===== src/rtl/sdu_pkg.sv =====
// Shared definitions for the serial debug unit dump path: ASCII constants,
// nibble-to-ASCII conversion and the dump FSM state encoding.
// Optional feature macro: SDU_DUMP_CKSUM_EN (adds the checksum state).
package sdu_pkg;

    localparam logic [7:0] ASCII_SP         = 8'h20;
    localparam logic [7:0] ASCII_CR         = 8'h0D;
    localparam logic [7:0] ASCII_LF         = 8'h0A;
    localparam logic [7:0] ASCII_DIGIT_BASE = 8'h30;   // '0'
    localparam logic [7:0] ASCII_ALPHA_BASE = 8'h41;   // 'A'

    typedef enum logic [2:0] {
        ST_IDLE     = 3'd0,
        ST_SEND_HEX = 3'd1,
        ST_SEND_SEP = 3'd2,
`ifdef SDU_DUMP_CKSUM_EN
        ST_SEND_CK  = 3'd3,
`endif
        ST_SEND_CR  = 3'd4,
        ST_SEND_LF  = 3'd5,
        ST_FIN      = 3'd6
    } dump_state_e;

    // Uppercase hex digit for a 4-bit value.
    function automatic logic [7:0] nib2ascii(input logic [3:0] n);
        if (n < 4'd10) begin
            return ASCII_DIGIT_BASE + {4'h0, n};
        end
        return ASCII_ALPHA_BASE + {4'h0, n} - 8'd10;
    endfunction

endpackage


===== src/rtl/uart_tx_byte.sv =====
// 8N1 UART byte transmitter: baud counter plus 10-bit framer.
// ready_o is also asserted in the last clock of the stop bit so that a load
// on that edge starts the next start bit with no idle gap.
module uart_tx_byte #(
    parameter int DIV = 4
) (
    input  logic       clk,
    input  logic       rstn,
    input  logic       load_i,
    input  logic [7:0] data_i,
    output logic       ready_o,
    output logic       txd_o
);

    localparam int               CNT_W    = (DIV > 1) ? $clog2(DIV) : 1;
    localparam logic [CNT_W-1:0] CNT_LAST = CNT_W'(DIV - 1);

    logic [CNT_W-1:0] baud_q;
    logic [3:0]       bit_q;
    logic [8:0]       shift_q;
    logic             active_q;
    logic             txd_q;

    assign ready_o = !active_q || ((bit_q == 4'd9) && (baud_q == CNT_LAST));
    assign txd_o   = txd_q;

    // Frame sequencing: load restarts the baud counter and drives the start bit.
    always_ff @(posedge clk or negedge rstn) begin
        if (!rstn) begin
            baud_q   <= '0;
            bit_q    <= '0;
            shift_q  <= '1;
            active_q <= 1'b0;
            txd_q    <= 1'b1;
        end else if (load_i) begin
            baud_q   <= '0;
            bit_q    <= '0;
            shift_q  <= {1'b1, data_i};
            active_q <= 1'b1;
            txd_q    <= 1'b0;
        end else if (active_q) begin
            if (baud_q == CNT_LAST) begin
                baud_q <= '0;
                if (bit_q == 4'd9) begin
                    bit_q    <= '0;
                    active_q <= 1'b0;
                    txd_q    <= 1'b1;
                end else begin
                    bit_q   <= bit_q + 4'd1;
                    txd_q   <= shift_q[0];
                    shift_q <= {1'b1, shift_q[8:1]};
                end
            end else begin
                baud_q <= baud_q + CNT_W'(1);
            end
        end
    end

endmodule


===== src/rtl/sdu_dump_tx.sv =====
// Serial dump engine: snapshots NUM_CH channels on start and sends them as
// uppercase hex over UART, one space after each channel, then CR LF.
// Optional feature macro: SDU_DUMP_CKSUM_EN appends a two-digit mod-256
// sum of all bytes sent before CR LF.
module sdu_dump_tx
    import sdu_pkg::*;
#(
    parameter int CLK_FREQ = 100_000_000,
    parameter int BAUD     = 115200,
    parameter int NUM_CH   = 8,
    parameter int DATA_W   = 32
) (
    input  logic                     clk,
    input  logic                     rstn,
    input  logic                     start,
    input  logic [NUM_CH*DATA_W-1:0] ch_data,
    output logic                     txd,
    output logic                     busy,
    output logic                     done
);

    localparam int DIV   = CLK_FREQ / BAUD;
    localparam int NIB   = DATA_W / 4;
    localparam int CH_W  = $clog2(NUM_CH + 1);
    localparam int NIB_W = $clog2(NIB + 1);

    dump_state_e              state_q;
    logic [NUM_CH*DATA_W-1:0] snap_q;
    logic [CH_W-1:0]          ch_q;
    logic [NIB_W-1:0]         nib_q;
    logic                     busy_q;
    logic                     done_q;
`ifdef SDU_DUMP_CKSUM_EN
    logic [7:0]               sum_q;
`endif

    logic [DATA_W-1:0] word_sel;
    logic [3:0]        nib_sel;
    logic [7:0]        tx_byte_d;
    logic              tx_send;
    logic              tx_load;
    logic              tx_ready;

    assign busy    = busy_q;
    assign done    = done_q;
    assign tx_load = tx_send && tx_ready;

    // Pick the current channel word and its nibble, MSB nibble first.
    always_comb begin
        word_sel = '0;
        nib_sel  = '0;
        for (int i = 0; i < NUM_CH; i++) begin
            if (ch_q == CH_W'(i)) word_sel = snap_q[i*DATA_W +: DATA_W];
        end
        for (int j = 0; j < NIB; j++) begin
            if (nib_q == NIB_W'(j)) nib_sel = word_sel[(NIB-1-j)*4 +: 4];
        end
    end

    // Byte presented to the transmitter in each sending state.
    always_comb begin
        tx_byte_d = ASCII_SP;
        tx_send   = 1'b0;
        case (state_q)
            ST_SEND_HEX: begin
                tx_byte_d = nib2ascii(nib_sel);
                tx_send   = 1'b1;
            end
            ST_SEND_SEP: begin
                tx_byte_d = ASCII_SP;
                tx_send   = 1'b1;
            end
`ifdef SDU_DUMP_CKSUM_EN
            ST_SEND_CK: begin
                tx_byte_d = nib2ascii((nib_q == '0) ? sum_q[7:4] : sum_q[3:0]);
                tx_send   = 1'b1;
            end
`endif
            ST_SEND_CR: begin
                tx_byte_d = ASCII_CR;
                tx_send   = 1'b1;
            end
            ST_SEND_LF: begin
                tx_byte_d = ASCII_LF;
                tx_send   = 1'b1;
            end
            default: ;
        endcase
    end

    // Dump sequencer: each sending state advances only when its byte is loaded.
    always_ff @(posedge clk or negedge rstn) begin
        if (!rstn) begin
            state_q <= ST_IDLE;
            snap_q  <= '0;
            ch_q    <= '0;
            nib_q   <= '0;
            busy_q  <= 1'b0;
            done_q  <= 1'b0;
`ifdef SDU_DUMP_CKSUM_EN
            sum_q   <= '0;
`endif
        end else begin
            done_q <= 1'b0;
            case (state_q)
                ST_IDLE: begin
                    if (start) begin
                        snap_q  <= ch_data;
                        busy_q  <= 1'b1;
                        ch_q    <= '0;
                        nib_q   <= '0;
`ifdef SDU_DUMP_CKSUM_EN
                        sum_q   <= '0;
`endif
                        state_q <= ST_SEND_HEX;
                    end
                end
                ST_SEND_HEX: begin
                    if (tx_load) begin
`ifdef SDU_DUMP_CKSUM_EN
                        sum_q <= sum_q + tx_byte_d;
`endif
                        if (nib_q == NIB_W'(NIB - 1)) begin
                            nib_q   <= '0;
                            state_q <= ST_SEND_SEP;
                        end else begin
                            nib_q <= nib_q + NIB_W'(1);
                        end
                    end
                end
                ST_SEND_SEP: begin
                    if (tx_load) begin
`ifdef SDU_DUMP_CKSUM_EN
                        sum_q <= sum_q + tx_byte_d;
`endif
                        // Counter is one bit wider than needed so it can end at NUM_CH.
                        ch_q <= ch_q + CH_W'(1);
                        if (ch_q == CH_W'(NUM_CH - 1)) begin
`ifdef SDU_DUMP_CKSUM_EN
                            state_q <= ST_SEND_CK;
`else
                            state_q <= ST_SEND_CR;
`endif
                        end else begin
                            state_q <= ST_SEND_HEX;
                        end
                    end
                end
`ifdef SDU_DUMP_CKSUM_EN
                ST_SEND_CK: begin
                    if (tx_load) begin
                        if (nib_q == '0) begin
                            nib_q <= NIB_W'(1);
                        end else begin
                            nib_q   <= '0;
                            state_q <= ST_SEND_CR;
                        end
                    end
                end
`endif
                ST_SEND_CR: begin
                    if (tx_load) state_q <= ST_SEND_LF;
                end
                ST_SEND_LF: begin
                    if (tx_load) state_q <= ST_FIN;
                end
                ST_FIN: begin
                    // Wait for the LF stop bit to end, pulse done, then release busy.
                    if (done_q) begin
                        busy_q  <= 1'b0;
                        state_q <= ST_IDLE;
                    end else if (tx_ready) begin
                        done_q <= 1'b1;
                    end
                end
                default: state_q <= ST_IDLE;
            endcase
        end
    end

    uart_tx_byte #(
        .DIV (DIV)
    ) u_uart_tx_byte (
        .clk     (clk),
        .rstn    (rstn),
        .load_i  (tx_load),
        .data_i  (tx_byte_d),
        .ready_o (tx_ready),
        .txd_o   (txd)
    );

endmodule

===== config.mk =====
export PLATFORM = sky130hd
export DESIGN_NAME = sdu_dump_tx
export DESIGN_NICKNAME = d
export VERILOG_FILES = /design/src/rtl/sdu_pkg.sv /design/src/rtl/uart_tx_byte.sv /design/src/rtl/sdu_dump_tx.sv
export SDC_FILE = /design/constraint.sdc
export NUM_CORES = 1
export LEC_CHECK = 0
export CAP_MARGIN = 0
export CORE_ASPECT_RATIO = 0.8
export CORE_UTILIZATION = 63
export CTS_BUF_LIST = sky130_fd_sc_hd__clkbuf_2
export DETAILED_ROUTE_END_ITERATION = 10
export DONT_BUFFER_PORTS = 1
export PLACE_DENSITY = 0.76
export REMOVE_ABC_BUFFERS = 1
export SYNTH_ARGS = -nofsm -noshare
export SYNTH_HDL_FRONTEND = slang
export SYNTH_SLANG_ARGS = --single-unit

===== constraint.sdc =====
create_clock -name clk -period 4.15 [get_ports clk]
set_input_delay 0.6225 -clock clk [delete_from_list [all_inputs] [get_ports clk]]
set_output_delay 0.6225 -clock clk [all_outputs]
set_load 0.05 [all_outputs]

==> flow_summary.toml <==
[run_status]
outcome = "finished with violations"
violations = "negative hold slack"

[synthesis]
yosysWarnings = 0
synth_edf_count = 0
ys_seq_area_frac = 0.518
post_synth.cell_area_avg_sq_um = 12.0
syn_area_sq_um = 14200
async_reset_ff_frac = 1.00
yosys-top-cells-area = "dfrtp_1 (50%), mux2_2 (20%), o21ai_0 (1.8%)"
ys_ff_latch = 293
synth_cells = 1186
synth.top_cell.area_share = 0.501
yosys.area.top_type = "dfrtp_1"
synth_flop_cell = "dfrtp_1"
yosysMostFrequentCell = "dfrtp_1"
synthTopCellsByCount = "dfrtp_1 (284), mux2_2 (254), nand2_1 (64)"
yosysUniqueCellTypes = 80

[final_layout]
fill_cells = 1280
fin_cells = 1814
final_area_sq_um = 17700
final_layout_size_suffix_gt1_frac = 0.288
finalNetCount = 1728
regArea_sq_um = 7340
area_delta_synth_final_pct = 25.1
multi_input_area_sq_um = 6410

[sta]
fmax_mhz = 256
timing.final.ws_setup_ns = 0.250
hold_viol = 284
finalCritPeriodShare = 0.940
tns_ns = 0
hold_slack_ns = -0.583
period_needed_ns = 3.90
drv_slew = 0
slew_headroom = 0.347
rsz0062_at_grt = "false"
clock_skew_ns = 0.0770
setup_viol = 0
tightestPinTransition_ns = 0.979

[detailed_routing]
via_per_inst = 6.59
vias = 11900
drc_errors = 0
ant_nets = 0
drt_iter0_markers = 1655
dr.pass1.iters = 5
post_drt_wl_per_cell_um = 25.2
routed_wl_um = 45800

[power]
p_leak_nw = 7.26
p_sw_mw = 3.77
ir_drop_v = 0.000497
switching_share = 0.352
seqPwrFrac = 0.502
intPower_mw = 6.94
clkPwrFrac = 0.191
power_density_nw_per_um2 = 603
p_comb_frac = 0.307

[grt]
grt_pass1_vias = 12200
antenna_found_initial = 5
grt_pass1_wl_um = 69700
grt_start_max_net_pins = 294
gr-total-overflow = 0
top_usage_layer = "met2"
groute.layer.met1.usage = 0.513
use_met2 = 0.650
track_usage = 0.403
grt_use_met3 = 0.113

[die]
fp.dieH_um = 136
ios = 262
fp-row-count = 48
start_util = 0.650
die-area_sq_um = 23100
core_sq_um = 21800
fp.dieW_um = 170

[clock_tree]
cts-root-buf = "clkbuf_2"
post_cts_buffers = 0
postCtsHoldBufs = 257
clk_path_buf_depth = 3
clk_latency_ns = 0.88
cts.sinks = 293
tritoncts = "done"
numCtsBuffers = 71
htree_levels = 3
cts.clk_slew.worst_paths_ns = 0.13
post_cts_resized = 0

[critical_path]
r2r-start = "ch_q[1]"
path_max_fanout = 38
crit_start = "ch_q[1]"
crit_path_start_kind = "flip-flop"
crit_arrival_ns = 4.67
endpoint_kind = "flip-flop"
path_class = "reg2reg"
crit_required_ns = 4.92

[min_path]
hold_class = "in2async"

[placement]
dpl_cell_area_sq_um = 14500
dp_slack_ns = 0.390
portBuffers = 0
dp.cells = 1429
hpwl_um = 27400
gp_congestion = 0.928

[job]
maxCapViolations = 0
==> cell type report <==
class | count | area share
Sequential cell | 293 | 0.414
Multi-Input combinational cell | 788 | 0.361
Timing Repair Buffer | 288 | 0.162
Clock buffer | 108 | 0.0305
Tap cell | 300 | 0.0212
Clock inverter | 15 | 0.00670
Inverter | 17 | 0.00360
Antenna cell | 5 | 0.000705
==> sequential cells by signal, indices dropped and copies added, names as in the netlist <==
name                     flops
u_uart_tx_byte.baud_q       10
u_uart_tx_byte.active_q      1
u_uart_tx_byte.bit_q         4
ch_q                         4
done                         1
busy                         1
u_uart_tx_byte.shift_q       8
state_q                      3
nib_q                        4
snap_q                     256
u_uart_tx_byte.txd_o         1
==> layout by cell type (no fill, tap or decap), drive strengths merged, types with 10 or more instances in the layout <==
cell type,count
dfrtp,284
dlygate4sd3,257
mux2,254
clkbuf,108
o21ai,70
nand2,64
a21oi,49
nor2,32
buf,31
a221oi,30
o221ai,23
o22ai,21
a22oi,19
inv,18
nand3,17
nand4,13
o31ai,11
nor3,11
nor2b,10
clkinv,10
ha,10
==> metrics by stage <==
step | total power, mW | utilization | hold slack (ns)
2_1_floorplan | 7.41 | - | 0.327
5_1_grt | 11.1 | 0.814 | -0.631
3_3_place_gp | 8.05 | 0.665 | 0.333
6_report | 10.7 | 0.814 | -0.583
4_1_cts | 10.3 | 0.813 | -0.609
3_5_place_dp | 8.17 | 0.665 | 0.334
==> cells by family (layout without fill, tap and decap cells) <==
logic type	Yosys count	count (layout)	synth area share
compound gates	316	316	0.162
xor+xnor	6	6	0.00371
fa+ha+maj	10	10	0.00882
buf+inv	105	428	0.0319
flops	293	293	0.518
mux	257	257	0.204
other cells	0	5	0
simple gates	199	199	0.0717
==> power groups by stage <==
stage / registers (mW) / logic, mW / clock network [mW]
CTS: 5.23 / 3.11 / 2.00
floorplan: 4.77 / 2.64 / 0
finish: 5.38 / 3.29 / 2.04
detailed placement: 5.28 / 2.90 / 0
global route: 5.45 / 3.50 / 2.20
global placement: 5.26 / 2.79 / 0
==> critical path: stages, from the launching register on <==
cell	delay (ns)
dfrtp_1	0.45
inv_1	0.10
ha_2	0.34
buf_12	0.24
nor2_1	0.23
a21oi_1	0.13
a31oi_1	0.31
a2111oi_0	0.17
nor3_1	0.39
o221ai_1	0.20
a21oi_1	0.31
ha_1	0.27
inv_1	0.06
or4b_1	0.52
nand3_1	0.10
==> final timing paths <==
| kind | to | slack, ns | cells after the start |
|---|---|---|---|
| worst max-delay path | u_uart_tx_byte.shift_q[2] | 0.25 | 14 |
| worst max register to register | u_uart_tx_byte.shift_q[2] | 0.25 | 14 |
| worst min register to register | u_uart_tx_byte.shift_q[5] | 0.48 | 2 |
| max in group asynchronous | nib_q[1] | 3.87 | 0 |
| min in group clk | ch_q[1] | 0.07 | 3 |
| worst min-delay path | snap_q[123] | -0.58 | 0 |
==> routing by layer <==
metal / part of all wire / routed length [um]
met3: 0.10 / 4760
met1: 0.38 / 17500
met2: 0.47 / 21700
met5: 0 / 0
met4: 0.038 / 1740
No activity file was read; power rests on OpenSTA's default activity.
